File: config.mk
export PLATFORM = sky130hd
export DESIGN_NAME = ipgu_pyramid_sched_flat
export DESIGN_NICKNAME = d
export VERILOG_FILES = /design/src/rtl/ipgu_pkg.sv /design/src/rtl/ipgu_pyramid_sched_if.sv /design/src/rtl/ipgu_win_stepper.sv /design/src/rtl/ipgu_pyramid_sched.sv /design/src/flat_wrapper.sv
export SDC_FILE = /design/constraint.sdc
export NUM_CORES = 1
export LEC_CHECK = 0
export ABC_CLOCK_PERIOD_IN_PS = 3900
export CAP_MARGIN = 10
export CORE_MARGIN = 2
export CORE_UTILIZATION = 51
export CTS_CLUSTER_DIAMETER = 120
export CTS_CLUSTER_SIZE = 20
export DETAILED_ROUTE_END_ITERATION = 10
export PLACE_DENSITY = 0.89
export SETUP_SLACK_MARGIN = 0.02
export SLEW_MARGIN = 20
export SYNTH_ARGS = -nofsm -noshare
export SYNTH_HDL_FRONTEND = slang
export SYNTH_SLANG_ARGS = --single-unit
File: constraint.sdc
create_clock -name clk -period 3.9 [get_ports clk]
set_input_delay 1.17 -clock clk [delete_from_list [all_inputs] [get_ports clk]]
set_output_delay 1.17 -clock clk [all_outputs]
set_load 0.005 [all_outputs]
File: src/rtl/ipgu_pkg.sv
// ipgu_pkg: shared scheduler state encoding and pyramid geometry constants
package ipgu_pkg;
  typedef enum logic [2:0] {
    S_IDLE,
    S_SCALE,
    S_WIN_REQ,
    S_WIN_OUT,
    S_ADVANCE,
    S_DONE
  } ipgu_sched_state_t;
  localparam int IPGU_WIN        = 20;
  localparam int IPGU_IMG_DIM    = 300;
  localparam int IPGU_SCALE_NUM  = 4;
  localparam int IPGU_SCALE_DEN  = 5;
  localparam int IPGU_STRIDE     = 10;
  localparam int IPGU_MAX_LEVELS = 8;
  localparam int IPGU_DIM_W      = 9;
endpackage

File: src/rtl/ipgu_pyramid_sched_if.sv
// ipgu_pyramid_sched_if: control, rescale, window-fetch and HEU handshakes of the pyramid scheduler
interface ipgu_pyramid_sched_if #(
  parameter int DIM_W = 9
);
  logic             start;
  logic             abort;
  logic             busy;
  logic             done;
  logic             scale_req;
  logic [DIM_W-1:0] scale_dim;
  logic             scale_ack;
  logic             win_req;
  logic [DIM_W-1:0] win_x;
  logic [DIM_W-1:0] win_y;
  logic             win_ack;
  logic             out_vld;
  logic             out_rdy;
  logic [2:0]       level;
  logic [15:0]      win_cnt;
  modport master (
    input  start, abort, scale_ack, win_ack, out_rdy,
    output busy, done, scale_req, scale_dim, win_req, win_x, win_y, out_vld, level, win_cnt
  );
  modport slave (
    output start, abort, scale_ack, win_ack, out_rdy,
    input  busy, done, scale_req, scale_dim, win_req, win_x, win_y, out_vld, level, win_cnt
  );
endinterface

File: src/rtl/ipgu_win_stepper.sv
// ipgu_win_stepper: raster window-origin counter with stride step, row wrap and last-window flag
module ipgu_win_stepper
  import ipgu_pkg::*;
#(
  parameter int WIN    = IPGU_WIN,
  parameter int STRIDE = IPGU_STRIDE,
  parameter int DIM_W  = IPGU_DIM_W
) (
  input  logic             clk,
  input  logic             rst,
  input  logic             clr_i,
  input  logic             step_i,
  input  logic [DIM_W-1:0] cur_dim_i,
  output logic [DIM_W-1:0] x_o,
  output logic [DIM_W-1:0] y_o,
  output logic             last_o
);
  localparam logic [DIM_W:0]   REACH = (DIM_W+1)'(STRIDE + WIN);
  localparam logic [DIM_W-1:0] STEP  = DIM_W'(STRIDE);
  logic [DIM_W-1:0] x_q, x_d, y_q, y_d;
  logic             x_fit, y_fit;
  assign x_fit  = ({1'b0, x_q} + REACH) <= {1'b0, cur_dim_i};
  assign y_fit  = ({1'b0, y_q} + REACH) <= {1'b0, cur_dim_i};
  assign last_o = !x_fit && !y_fit;
  assign x_o    = x_q;
  assign y_o    = y_q;
  // next origin: step along the row, wrap to the next row, or hold on the last window
  always_comb begin
    x_d = clr_i ? '0 : (step_i && x_fit) ? x_q + STEP : (step_i && y_fit) ? '0 : x_q;
    y_d = clr_i ? '0 : (step_i && !x_fit && y_fit) ? y_q + STEP : y_q;
  end
  // origin registers
  always_ff @(posedge clk) begin
    if (rst) begin
      x_q <= '0;
      y_q <= '0;
    end else begin
      x_q <= x_d;
      y_q <= y_d;
    end
  end
endmodule

File: src/rtl/ipgu_pyramid_sched.sv
// ipgu_pyramid_sched: walks pyramid levels, requests rescales and sweeps window fetches to the HEU
module ipgu_pyramid_sched
  import ipgu_pkg::*;
#(
  parameter int IMG_DIM    = IPGU_IMG_DIM,
  parameter int WIN        = IPGU_WIN,
  parameter int STRIDE     = IPGU_STRIDE,
  parameter int MAX_LEVELS = IPGU_MAX_LEVELS,
  parameter int DIM_W      = IPGU_DIM_W
) (
  input  logic                 clk,
  input  logic                 rst,
  ipgu_pyramid_sched_if.master io
);
  localparam int SW = DIM_W + 2;
  if (IMG_DIM < WIN) begin : g_bad_dim
    $error("IMG_DIM must be at least WIN");
  end
  if (STRIDE < 1) begin : g_bad_stride
    $error("STRIDE must be at least 1");
  end
  ipgu_sched_state_t state_q;
  logic [DIM_W-1:0]  cur_dim_q;
  logic [DIM_W-1:0]  scale_dim_q;
  logic [2:0]        level_q;
  logic [15:0]       win_cnt_q;
  logic              busy_q, done_q, scale_req_q, win_req_q, out_vld_q;
  logic [SW-1:0]     scaled;
  logic              level_end, last, clr, step;
  logic [DIM_W-1:0]  x, y;
  assign scaled    = ({2'b00, cur_dim_q} * SW'(IPGU_SCALE_NUM)) / SW'(IPGU_SCALE_DEN);
  assign level_end = (({1'b0, level_q} + 4'd1) == 4'(MAX_LEVELS)) || (scaled < SW'(WIN));
  assign clr       = !io.abort && ((state_q == S_IDLE && io.start) || (state_q == S_SCALE && io.scale_ack));
  assign step      = !io.abort && state_q == S_ADVANCE;
  ipgu_win_stepper #(
    .WIN   (WIN),
    .STRIDE(STRIDE),
    .DIM_W (DIM_W)
  ) u_stepper (
    .clk      (clk),
    .rst      (rst),
    .clr_i    (clr),
    .step_i   (step),
    .cur_dim_i(cur_dim_q),
    .x_o      (x),
    .y_o      (y),
    .last_o   (last)
  );
  assign io.busy      = busy_q;
  assign io.done      = done_q;
  assign io.scale_req = scale_req_q;
  assign io.scale_dim = scale_dim_q;
  assign io.win_req   = win_req_q;
  assign io.win_x     = x;
  assign io.win_y     = y;
  assign io.out_vld   = out_vld_q;
  assign io.level     = level_q;
  assign io.win_cnt   = win_cnt_q;
  // scheduler FSM; every handshake output is registered alongside the state it belongs to
  always_ff @(posedge clk) begin
    if (rst) begin
      state_q     <= S_IDLE;
      cur_dim_q   <= DIM_W'(IMG_DIM);
      scale_dim_q <= '0;
      level_q     <= '0;
      win_cnt_q   <= '0;
      busy_q      <= 1'b0;
      done_q      <= 1'b0;
      scale_req_q <= 1'b0;
      win_req_q   <= 1'b0;
      out_vld_q   <= 1'b0;
    end else if (io.abort) begin
      state_q     <= S_IDLE;
      busy_q      <= 1'b0;
      done_q      <= 1'b0;
      scale_req_q <= 1'b0;
      win_req_q   <= 1'b0;
      out_vld_q   <= 1'b0;
    end else begin
      case (state_q)
        S_IDLE: if (io.start) begin
          cur_dim_q <= DIM_W'(IMG_DIM);
          level_q   <= '0;
          win_cnt_q <= '0;
          busy_q    <= 1'b1;
          win_req_q <= 1'b1;
          state_q   <= S_WIN_REQ;
        end
        S_SCALE: if (io.scale_ack) begin
          cur_dim_q   <= scale_dim_q;
          level_q     <= level_q + 3'd1;
          scale_req_q <= 1'b0;
          win_req_q   <= 1'b1;
          state_q     <= S_WIN_REQ;
        end
        S_WIN_REQ: if (io.win_ack) begin
          win_req_q <= 1'b0;
          out_vld_q <= 1'b1;
          state_q   <= S_WIN_OUT;
        end
        S_WIN_OUT: if (io.out_rdy) begin
          out_vld_q <= 1'b0;
          win_cnt_q <= win_cnt_q + {15'd0, win_cnt_q != 16'hFFFF};
          state_q   <= S_ADVANCE;
        end
        S_ADVANCE: if (!last) begin
          win_req_q <= 1'b1;
          state_q   <= S_WIN_REQ;
        end else if (level_end) begin
          done_q  <= 1'b1;
          state_q <= S_DONE;
        end else begin
          scale_req_q <= 1'b1;
          scale_dim_q <= scaled[DIM_W-1:0];
          state_q     <= S_SCALE;
        end
        default: begin
          done_q  <= 1'b0;
          busy_q  <= 1'b0;
          state_q <= S_IDLE;
        end
      endcase
    end
  end
endmodule

File: src/flat_wrapper.sv
// flat-port wrapper written by rule: the top's interface ports become plain ports
module ipgu_pyramid_sched_flat import ipgu_pkg::*;
#(
  parameter int IMG_DIM    = IPGU_IMG_DIM,
  parameter int WIN        = IPGU_WIN,
  parameter int STRIDE     = IPGU_STRIDE,
  parameter int MAX_LEVELS = IPGU_MAX_LEVELS,
  parameter int DIM_W      = IPGU_DIM_W
)
  (clk, rst, io_start, io_abort, io_scale_ack, io_win_ack, io_out_rdy, io_busy, io_done, io_scale_req, io_scale_dim, io_win_req, io_win_x, io_win_y, io_out_vld, io_level, io_win_cnt);
  ipgu_pyramid_sched_if #(.DIM_W(DIM_W)) io_i ();
  input  logic clk;
  input  logic rst;
  input wire logic [$bits(io_i.start)-1:0] io_start;
  input wire logic [$bits(io_i.abort)-1:0] io_abort;
  input wire logic [$bits(io_i.scale_ack)-1:0] io_scale_ack;
  input wire logic [$bits(io_i.win_ack)-1:0] io_win_ack;
  input wire logic [$bits(io_i.out_rdy)-1:0] io_out_rdy;
  output wire logic [$bits(io_i.busy)-1:0] io_busy;
  output wire logic [$bits(io_i.done)-1:0] io_done;
  output wire logic [$bits(io_i.scale_req)-1:0] io_scale_req;
  output wire logic [$bits(io_i.scale_dim)-1:0] io_scale_dim;
  output wire logic [$bits(io_i.win_req)-1:0] io_win_req;
  output wire logic [$bits(io_i.win_x)-1:0] io_win_x;
  output wire logic [$bits(io_i.win_y)-1:0] io_win_y;
  output wire logic [$bits(io_i.out_vld)-1:0] io_out_vld;
  output wire logic [$bits(io_i.level)-1:0] io_level;
  output wire logic [$bits(io_i.win_cnt)-1:0] io_win_cnt;
  assign io_i.start = io_start;
  assign io_i.abort = io_abort;
  assign io_i.scale_ack = io_scale_ack;
  assign io_i.win_ack = io_win_ack;
  assign io_i.out_rdy = io_out_rdy;
  assign io_busy = io_i.busy;
  assign io_done = io_i.done;
  assign io_scale_req = io_i.scale_req;
  assign io_scale_dim = io_i.scale_dim;
  assign io_win_req = io_i.win_req;
  assign io_win_x = io_i.win_x;
  assign io_win_y = io_i.win_y;
  assign io_out_vld = io_i.out_vld;
  assign io_level = io_i.level;
  assign io_win_cnt = io_i.win_cnt;
  ipgu_pyramid_sched #(.IMG_DIM(IMG_DIM), .WIN(WIN), .STRIDE(STRIDE), .MAX_LEVELS(MAX_LEVELS), .DIM_W(DIM_W)) u_core (.clk(clk), .rst(rst), .io(io_i));
endmodule
Word level (Yosys, flattened, before mapping) --
Index checks and enable logic that the tools add are counted.
Operators by class: add/sub/neg operators 7, div/mod/pow operators 1, magnitude comparators 3, eq/ne operators 14, mux-type cells 34, bitwise gates (word level) 4, reductions and logical operators 34
Operators by type and width (number):
- $mux 9 | 4
- $mux 16 | 2
- $pmux 16 s2 | 1
- $mux 3 | 8
- $add 9x5->10 const B | 2
- $le 10x9->1 | 2
- $reduce_and 4->1 | 5
- $add 9x4->9 const B | 2
- $pmux 9 s2 | 1
- $add 16x1->16 | 1
- $ne 16x16->1 const B | 1
- $pmux 3 s5 | 1
- $ne 2x2->1 const B | 6
- $div 11x3->11 const B | 1
- $lt 11x5->1 const B | 1
- $mux 1 | 11
- $reduce_bool 2->1 | 5
- $logic_and 1x1->1 | 9
- $pmux 1 s2 | 4
- $reduce_or 4->1 | 2
- $eq 3x2->1 const B | 2
- $pmux 3 s2 | 1
- $reduce_and 3->1 | 2
- $reduce_and 5->1 | 1
- 14 further kinds | 22
Word-level totals: bits in registers 63, bits of input ports 7, logic and storage cells 109

Logic depth before layout (Yosys ltp) --
Gate-level depths: netlist of run 1.
depth after elaboration 6, depth in mapped cells 17, mapped depth without buffers 15

Cells and area by module --
Synthesis of run 1 repeated with hierarchy kept, for this count alone.
Second synthesis, totals: cell total of the unflattened synthesis 566, area, all modules 4463.0 µm²
Modules (own cells, without submodules):
- ipgu_pyramid_sched | times used 1, cells an instance 386, area an instance 2972.9 µm², seq. area each 900.9 µm²
- ipgu_win_stepper | times used 1, cells an instance 180, area an instance 1490.2 µm², seq. area each 320.3 µm²

Worst setup path after synthesis of run 1 --
Ideal clock, no wire load.
kind reg-to-reg, from register u_core.cur_dim_q[6], to register u_core.scale_dim_q[0], in the netlist u_core.io.scale_dim[0], library setup time 129 ps, arrival 3614 ps, required time 3771 ps, slack 157 ps, stages on the path, launching flop included 15, path buffers 1, cells stage by stage dfxtp_1 -> buf_6 -> nand4_1 -> nor2_1 -> a311o_1 -> or4_4 -> nand2_4 -> mux4_2 -> and2_4 -> ha_1 -> a2111oi_0 -> nor4_1 -> a2111oi_1 -> o211a_1 -> o41ai_2
Between the ends: longest elaborated chain between the ends 5, elaborated cells between the ends (all ways) 10
RTL lines:
- from (decl) | line ipgu_pyramid_sched.sv:23 | logic [DIM_W-1:0] cur_dim_q;
- from (signal assigned) | line ipgu_pyramid_sched.sv:63 | cur_dim_q <= DIM_W'(IMG_DIM);
- from (signal assigned) | line ipgu_pyramid_sched.sv:82 | cur_dim_q <= DIM_W'(IMG_DIM);
- from (signal assigned) | line ipgu_pyramid_sched.sv:90 | cur_dim_q <= scale_dim_q;
- $div 11x3->11 | line ipgu_pyramid_sched.sv:31 | assign scaled = ({2'b00, cur_dim_q} * SW'(IPGU_SCALE_NUM)) / SW'(IPGU_SCALE_DEN);
- $lt 11x5->1 | line ipgu_pyramid_sched.sv:32 | assign level_end = (({1'b0, level_q} + 4'd1) == 4'(MAX_LEVELS)) || (scaled < SW'(WIN));
- $logic_or 1x1->1 | line ipgu_pyramid_sched.sv:32
- $not 1->1 (no source line)
- $reduce_and 4->1 (no source line)
- to (signal assigned) | line ipgu_pyramid_sched.sv:114 | scale_dim_q <= scaled[DIM_W-1:0];
- to (decl) | line ipgu_pyramid_sched.sv:24 | logic [DIM_W-1:0] scale_dim_q;
Several ways; a longest one is shown, not always the timed one. A chain may end at the register's enable or synchronous reset.

Worst setup path in the final report of run 1 --
Ends and elaborated chain as after synthesis.

==> flow_metrics.py, run 1 <==
metrics = {
    "outcome": {
        "status": "completed",
    },
    "setup_path": {
        "timing.rr.end": "u_core.io.scale_dim[0]",
        "crit_arrival_ns": 3.98,
        "rr_startpoint": "u_core.cur_dim_q[6]",
        "cp_max_fo": 6,
        "worstSetupPathType": "flop to flop",
        "worstPathCellList": "buf_4 > nor2b_1 > a311oi_1 > a31oi_1 > or4_4 > nand2_4 > mux4_2 > and2_4 > ha_2 > a2111oi_4 > nor4_2 > a2111oi_2 > o211a_1 > o41ai_2",
        "crit_slowest_cell": "or4_4",
        "crit_family": "compound AO/OA/AOI/OAI gates",
        "slowest_delay_ns": 0.57,
        "ff2ff_setup_slack_ns": 0.16,
        "cp.required_ns": 4.13,
        "startpoint_type": "flop",
        "worst-path-buf-inv": 1,
        "rr_worst_depth": 14,
        "endpoint_kind": "flop",
    },
    "detailed_routing": {
        "wl_met2_microns": 6200,
        "m1WireLength_microns": 5790,
        "ant_nets": 0,
        "dr.pass1.iters": 5,
        "met3_length_microns": 771,
        "vias": 4713,
        "viasPerCell": 6.06,
        "wl_microns": 13200,
        "drtIter0Drc": 310,
        "route.detailed.drc": 0,
        "wl_per_cell_microns": 16.9,
        "maxUsedRoutingLayer": "met4",
    },
    "power_and_ir_drop": {
        "seqPwrFrac_pct": 47.6,
        "internal_power_w": 0.000965,
        "vdd_drop_max_uv": 198,
        "pwr-share-clk_pct": 44.3,
        "p_comb_share_pct": 8.1,
        "swShare_pct": 27.4,
        "p_leak_nw": 2.17,
        "p_sw_w": 0.000364,
        "power_density_nw_per_um2": 230,
    },
    "synthesis": {
        "ys_top_cells_by_area": "dfxtp_1 (27%), ha_1 (6.8%), nor2_1 (5.7%), a21oi_1 (5.4%), nand2_1 (3.9%)",
        "synth_edf_count": 0,
        "synth_cells": 582,
        "synthSimpleGateAreaFrac_pct": 27.2,
        "synth.most_common_cell": "nor2_1",
        "muxShareOfSynthArea_pct": 1.26,
        "yosysUniqueCellTypes": 87,
        "yosysTopAreaCell": "dfxtp_1",
        "synth-xor-area-share_pct": 7.49,
        "synthAdderAreaFrac_pct": 7.05,
        "yosys.area.top_type_share_pct": 26.7,
        "syn_avg_cell_area_sq_um": 7.87,
        "ys_ff_latch": 61,
        "ys_warn_count": 0,
        "synthFlopType": "dfxtp_1",
        "synth_common_cells": "nor2_1 (70), dfxtp_1 (61), a21oi_1 (49), nand2_1 (48), nor3_1 (30)",
        "synth_top_family_by_area": "simple AND/OR/NAND/NOR gates",
        "synth_area_sq_um": 4580,
        "synth-async-reset-ratio_pct": 0,
        "seq_area_frac_synth_pct": 26.7,
        "synth_compound_area_share_pct": 25.2,
    },
    "finish": {
        "multi_input_area_sq_um": 3200,
        "drive_gt1_share_pct": 16.6,
        "layout.nets": 697,
        "syn_to_final_growth_pct": 26.1,
        "n_antenna_cell": 0,
        "fillers": 687,
        "regArea_sq_um": 1230,
    },
    "clocking": {
        "cts_made_buffers": 9,
        "htreeDepth": 3,
        "clkTransAtPathRegs_ns": 0.08,
        "hold_buffers": 0,
        "clock-root-buffer": "clkbuf_8",
        "cts_tree": "done",
        "clock_path_buffers": 2,
        "clock_latency_ns": 0.35,
        "cts.sink_count": 61,
    },
    "global_routing": {
        "grt_pass1_wl_microns": 21800,
        "antenna_found_initial": 0,
        "grt_pass1_vias": 4528,
        "grt.total_usage_pct": 27.0,
        "overflow": 0,
        "grt_max_degree": 28,
    },
    "floorplanning": {
        "dieHeight_microns": 98.7,
        "initial_core_util_pct": 52.5,
        "io_pins": 58,
        "rows": 34,
        "die_area_sq_um": 9750,
        "die_w_microns": 98.7,
        "core-area_sq_um": 8720,
    },
    "placed_design": {
        "place.gp.congestion": 1.01,
        "place_hpwl_microns": 9710,
        "port_buffers": 55,
        "pre_cts_ws_ns": -0.0630,
    },
    "sta": {
        "timing.fmax_mhz": 267,
        "maxSlewViolCount": 0,
        "setup_viol": 0,
        "min_period_ns": 3.74,
        "finalClockSkew_ns": 0.00884,
        "setup_ws_ns": 0.156,
        "worst_pin_slew_ns": 0.687,
        "fin_crit_sh_pct": 96.0,
        "finalHoldViolCount": 0,
        "setup_tns_ns": 0,
        "maxSlewHeadroom_pct": 54.2,
    },
    "worst_hold_path": {
        "hold_path_class": "flop to flop",
        "hold_end": "u_core.cur_dim_q[7]",
        "holdCritStartpoint": "u_core.cur_dim_q[7]",
        "min_path_cells": 2,
    },
    "flow_run": {
        "maxCapViolations": 0,
    },
}
[stage by stage]
stage / util [%] / cells / hold WS (ns) / instance area, sq um / power (W)
floorplan: - / 583 / 0.473 / 4580 / 0.000715
global placement: 62.8 / 759 / 0.478 / 5480 / 0.000747
detailed placement: 62.8 / 759 / 0.481 / 5480 / 0.000750
CTS: 65.1 / 775 / 0.501 / 5670 / 0.00133
global route: 66.2 / 778 / 0.515 / 5770 / 0.00137
finish: 66.2 / 778 / 0.495 / 5770 / 0.00133
[state kept, by name, summed over array words and instances (netlist names)]
name and cells:
u_core.io.done 1, u_core.io.scale_req 1, u_core.io.busy 1, u_core.io.scale_dim 9, u_core.state_q 3, u_core.io.win_cnt 16, u_core.io.level 3, u_core.io.out_vld 1
u_core.cur_dim_q 9, u_core.u_stepper.y_o 8, u_core.u_stepper.x_o 8, u_core.io.win_req 1
[power groups by stage]
stage | registers, W | logic (W) | clock network [W]
finish | 0.000633 | 0.000107 | 0.000589
global route | 0.000634 | 0.000116 | 0.000622
CTS | 0.000633 | 0.000103 | 0.000593
detailed placement | 0.000648 | 0.000102 | 0
floorplan | 0.000643 | 0.0000721 | 0
global placement | 0.000648 | 0.0000995 | 0
[final cells by class]
type,count,area share (%)
Timing Repair Buffer,107,16.5
Sequential cell,61,21.3
Clock inverter,7,1.26
Inverter,16,1.04
Tap cell,108,2.34
Multi-Input combinational cell,470,55.4
Clock buffer,9,2.15
[worst max path at each step]
stage | start | to | slack, ns | cells past startpoint
after detailed placement | u_core.cur_dim_q[5] | u_core.io.scale_dim[0] | -0.06 | 14
after global placement | u_core.cur_dim_q[5] | u_core.io.scale_dim[0] | 0.07 | 14
after floorplan | u_core.cur_dim_q[6] | u_core.io.scale_dim[0] | 0.16 | 14
after CTS | u_core.cur_dim_q[6] | u_core.io.scale_dim[0] | 0.03 | 14
final | u_core.cur_dim_q[6] | u_core.io.scale_dim[0] | 0.16 | 14
after global routing | u_core.cur_dim_q[7] | u_core.io.scale_dim[0] | -0.007 | 19
[kinds of logic after synthesis]
family                   count (synthesis)
other                                    1
flip-flops                              61
XOR/XNOR                                37
AO/OA/AOI/OAI                          155
AND/OR/NAND/NOR                        246
buffers and inverters                   52
multiplexers                             4
adder cells (fa/ha/maj)                 26
[worst reg2reg max path, cell delays in order, from the launching register on]
cell	delay, ns
dfxtp_2	0.34
buf_4	0.15
nor2b_1	0.16
a311oi_1	0.26
a31oi_1	0.10
or4_4	0.57
nand2_4	0.08
mux4_2	0.50
and2_4	0.16
ha_2	0.20
a2111oi_4	0.33
nor4_2	0.10
a2111oi_2	0.41
o211a_1	0.20
o41ai_2	0.07
[what timing repair did]
action,4_1_cts,5_1_grt
setup buffers,0,3
setup endpoints to repair,2,8
gates cloned,0,0
gates resized for setup,1,16
pin swaps,1,5
[metal layers]
metal	up-vias	track usage, %
met4	0	11.0
li1	2286	-
met1	2212	36.2
met2	180	44.0
met5	-	0
met3	35	3.69
[cell usage in the layout (no fill, tap or decap), types with 4 or more instances in the layout]
cell type and instances:
nor2_1 70, dfxtp_1 57, clkdlybuf4s50_1 55, buf_4 51
a21oi_1 49, nand2_1 48, nor3_1 29, nand3_1 24
ha_1 24, o21ai_0 22, xor2_1 20, xnor2_1 16
inv_1 13, nor2b_1 11, a21o_1 11, nand4_1 10
or3_1 9, clkbuf_8 9, a211oi_1 8, nand2b_1 7
and3_1 7, and3b_1 4, nor3b_1 4, o21ai_1 4
o21bai_1 4
(Power assumes the default switching activity.)
==> run 2, diff against run 1 <==
CORE_UTILIZATION = 50   (was 51)
PLACE_DENSITY = 0.88   (was 0.89)
SKIP_LAST_GASP = 1   (was unset)
==> run 2 against run 1 <==
Hold slack hardly changed; first-iteration DRC count is 28% higher; global-route usage up 0.25 points; largest cell class unchanged; die area is 1.9% higher; via count rose by 3.9%; design area rose by 0.30%.
==> flow_metrics.py, run 2 (synthesis results as in run 1) <==
metrics = {
    "setup_path": {
        "worst-path-buf-inv": 2,
        "endpoint_kind": "flop",
        "slowest_delay_ns": 0.51,
        "crit_arrival_ns": 4.05,
        "crit_slowest_cell": "or4_4",
        "worstSetupPathType": "flop to flop",
        "startpoint_type": "flop",
        "ff2ff_setup_slack_ns": 0.11,
        "cp_max_fo": 9,
        "cp.required_ns": 4.16,
        "crit_top_cell": "buf_4",
        "crit_family": "simple AND/OR/NAND/NOR gates",
        "worstPathCellList": "buf_4 > nor2b_1 > o22ai_1 > and3_1 > or4_4 > nand2_4 > mux4_2 > and2_4 > buf_4 > ha_1 > a32oi_4 > mux2_4 > o211a_1 > o41ai_2",
    },
    "placed_design": {
        "dpl_cell_area_sq_um": 5470,
        "place_hpwl_microns": 9880,
        "place.gp.congestion": 0.953,
        "port_buffers": 55,
        "dp.cells": 758,
    },
    "sta": {
        "setup_tns_ns": 0,
        "finalHoldViolCount": 0,
        "worst_pin_slew_ns": 0.639,
        "timing.fmax_mhz": 264,
        "finalClockSkew_ns": 0.0122,
        "setup_viol": 0,
        "maxSlewHeadroom_pct": 57.2,
        "rsz0062_at_grt": "true",
        "min_period_ns": 3.79,
        "maxSlewViolCount": 0,
        "fin_crit_sh_pct": 97.1,
    },
    "finish": {
        "multi_input_area_sq_um": 3190,
        "syn_to_final_growth_pct": 26.5,
        "largest_reg_flops": 16,
        "drive_gt1_share_pct": 16.1,
        "regArea_sq_um": 1230,
        "n_antenna_cell": 0,
        "layout.nets": 696,
        "final_area_sq_um": 5790,
        "final_common_cell": "nor2_1",
        "layout_common_cells": "nor2_1 (70), dfxtp_1 (58), clkdlybuf4s50_1 (55), buf_4 (50), a21oi_1 (49)",
        "fillers": 701,
        "fin_cells": 777,
    },
    "floorplanning": {
        "die_w_microns": 99.7,
        "core-area_sq_um": 8810,
        "initial_core_util_pct": 52.0,
        "dieHeight_microns": 99.7,
        "io_pins": 58,
        "rows": 34,
        "die_area_sq_um": 9940,
    },
    "detailed_routing": {
        "dr.pass1.iters": 7,
        "wl_microns": 13700,
        "route.detailed.drc": 0,
        "viasPerCell": 6.30,
        "ant_nets": 0,
        "drtIter0Drc": 396,
        "vias": 4895,
        "wl_per_cell_microns": 17.7,
    },
    "global_routing": {
        "overflow": 0,
        "top_usage_layer": "met2",
        "grt.total_usage_pct": 27.3,
        "grt_pass1_wl_microns": 22100,
        "grt_max_degree": 24,
        "met3_usage_pct": 5.20,
        "grt_pass1_vias": 4625,
        "gr-usage-met1_pct": 33.6,
        "antenna_found_initial": 0,
        "grt_use_met2_pct": 45.7,
    },
    "clocking": {
        "cts_made_buffers": 9,
        "cts_tree": "done",
        "cts.sink_count": 61,
        "hold_buffers": 0,
        "clock_path_buffers": 2,
        "clock-root-buffer": "clkbuf_8",
        "htreeDepth": 3,
        "clock_latency_ns": 0.36,
        "clkTransAtPathRegs_ns": 0.09,
    },
    "power_and_ir_drop": {
        "vdd_drop_max_uv": 250,
        "p_leak_nw": 2.18,
        "power_density_nw_per_um2": 247,
    },
    "outcome": {
        "status": "completed",
    },
    "flow_run": {
        "maxCapViolations": 0,
    },
    "worst_hold_path": {
        "hold_path_class": "flop to flop",
    },
}
==> run 2: worst paths after layout <==
kind	from	endpoint	depth (start not counted)
setup reg to reg	u_core.cur_dim_q[5]	u_core.io.scale_dim[0]	14
hold / removal	u_core.io.win_cnt[12]	u_core.io.win_cnt[12]	2
hold reg to reg	u_core.io.win_cnt[12]	u_core.io.win_cnt[12]	2
setup / recovery	u_core.cur_dim_q[5]	u_core.io.scale_dim[0]	14
==> run 2: final cells by class <==
type | count | share of cell area (%)
Clock buffer | 9 | 2.14
Clock inverter | 7 | 1.82
Inverter | 16 | 1.04
Multi-Input combinational cell | 470 | 55.1
Sequential cell | 61 | 21.2
Tap cell | 108 | 2.33
Timing Repair Buffer | 106 | 16.3
==> run 2: worst register-to-register path: cells and delay by family (launching register included) <==
family,cells,cell delay (ns)
DFF,1,0.43
AOI/OAI and AO/OA,4,0.73
adders and majority gates,1,0.25
buffers and inverters,2,0.28
and+or+nand+nor,5,1.18
muxes,2,0.84
==> run 2: routing by layer <==
layer / vias to the layer above / share of wire, %
li1: 2273 / -
met4: 0 / 3.6
met5: - / 0
met1: 2316 / 40
met3: 49 / 8.3
met2: 257 / 48
==> run 2: repair_timing <==
item | CTS | global route
endpoints found under the setup margin | 3 | 8
resized for setup | 3 | 12
setup buffers | 0 | 3
pin swaps | 0 | 5
==> run 2: per-stage QoR <==
step | utilization [%] | hold WS [ns] | setup WS (ns) | power, W
2_1_floorplan | - | 0.473 | 0.157 | 0.000715
3_3_place_gp | 62.1 | 0.476 | -0.0170 | 0.000748
3_5_place_dp | 62.1 | 0.488 | -0.0843 | 0.000751
4_1_cts | 64.7 | 0.500 | 0.0286 | 0.00143
5_1_grt | 65.7 | 0.531 | -0.00573 | 0.00147
6_report | 65.7 | 0.495 | 0.115 | 0.00143
==> run 2: report_power, final <==
part	switching, W	leakage (nW)	internal (W)	total, W
sequential	0.00000782	0.492	0.000625	0.000633
combinational	0.0000664	1.57	0.0000421	0.000108
clock	0.000315	0.113	0.000371	0.000686
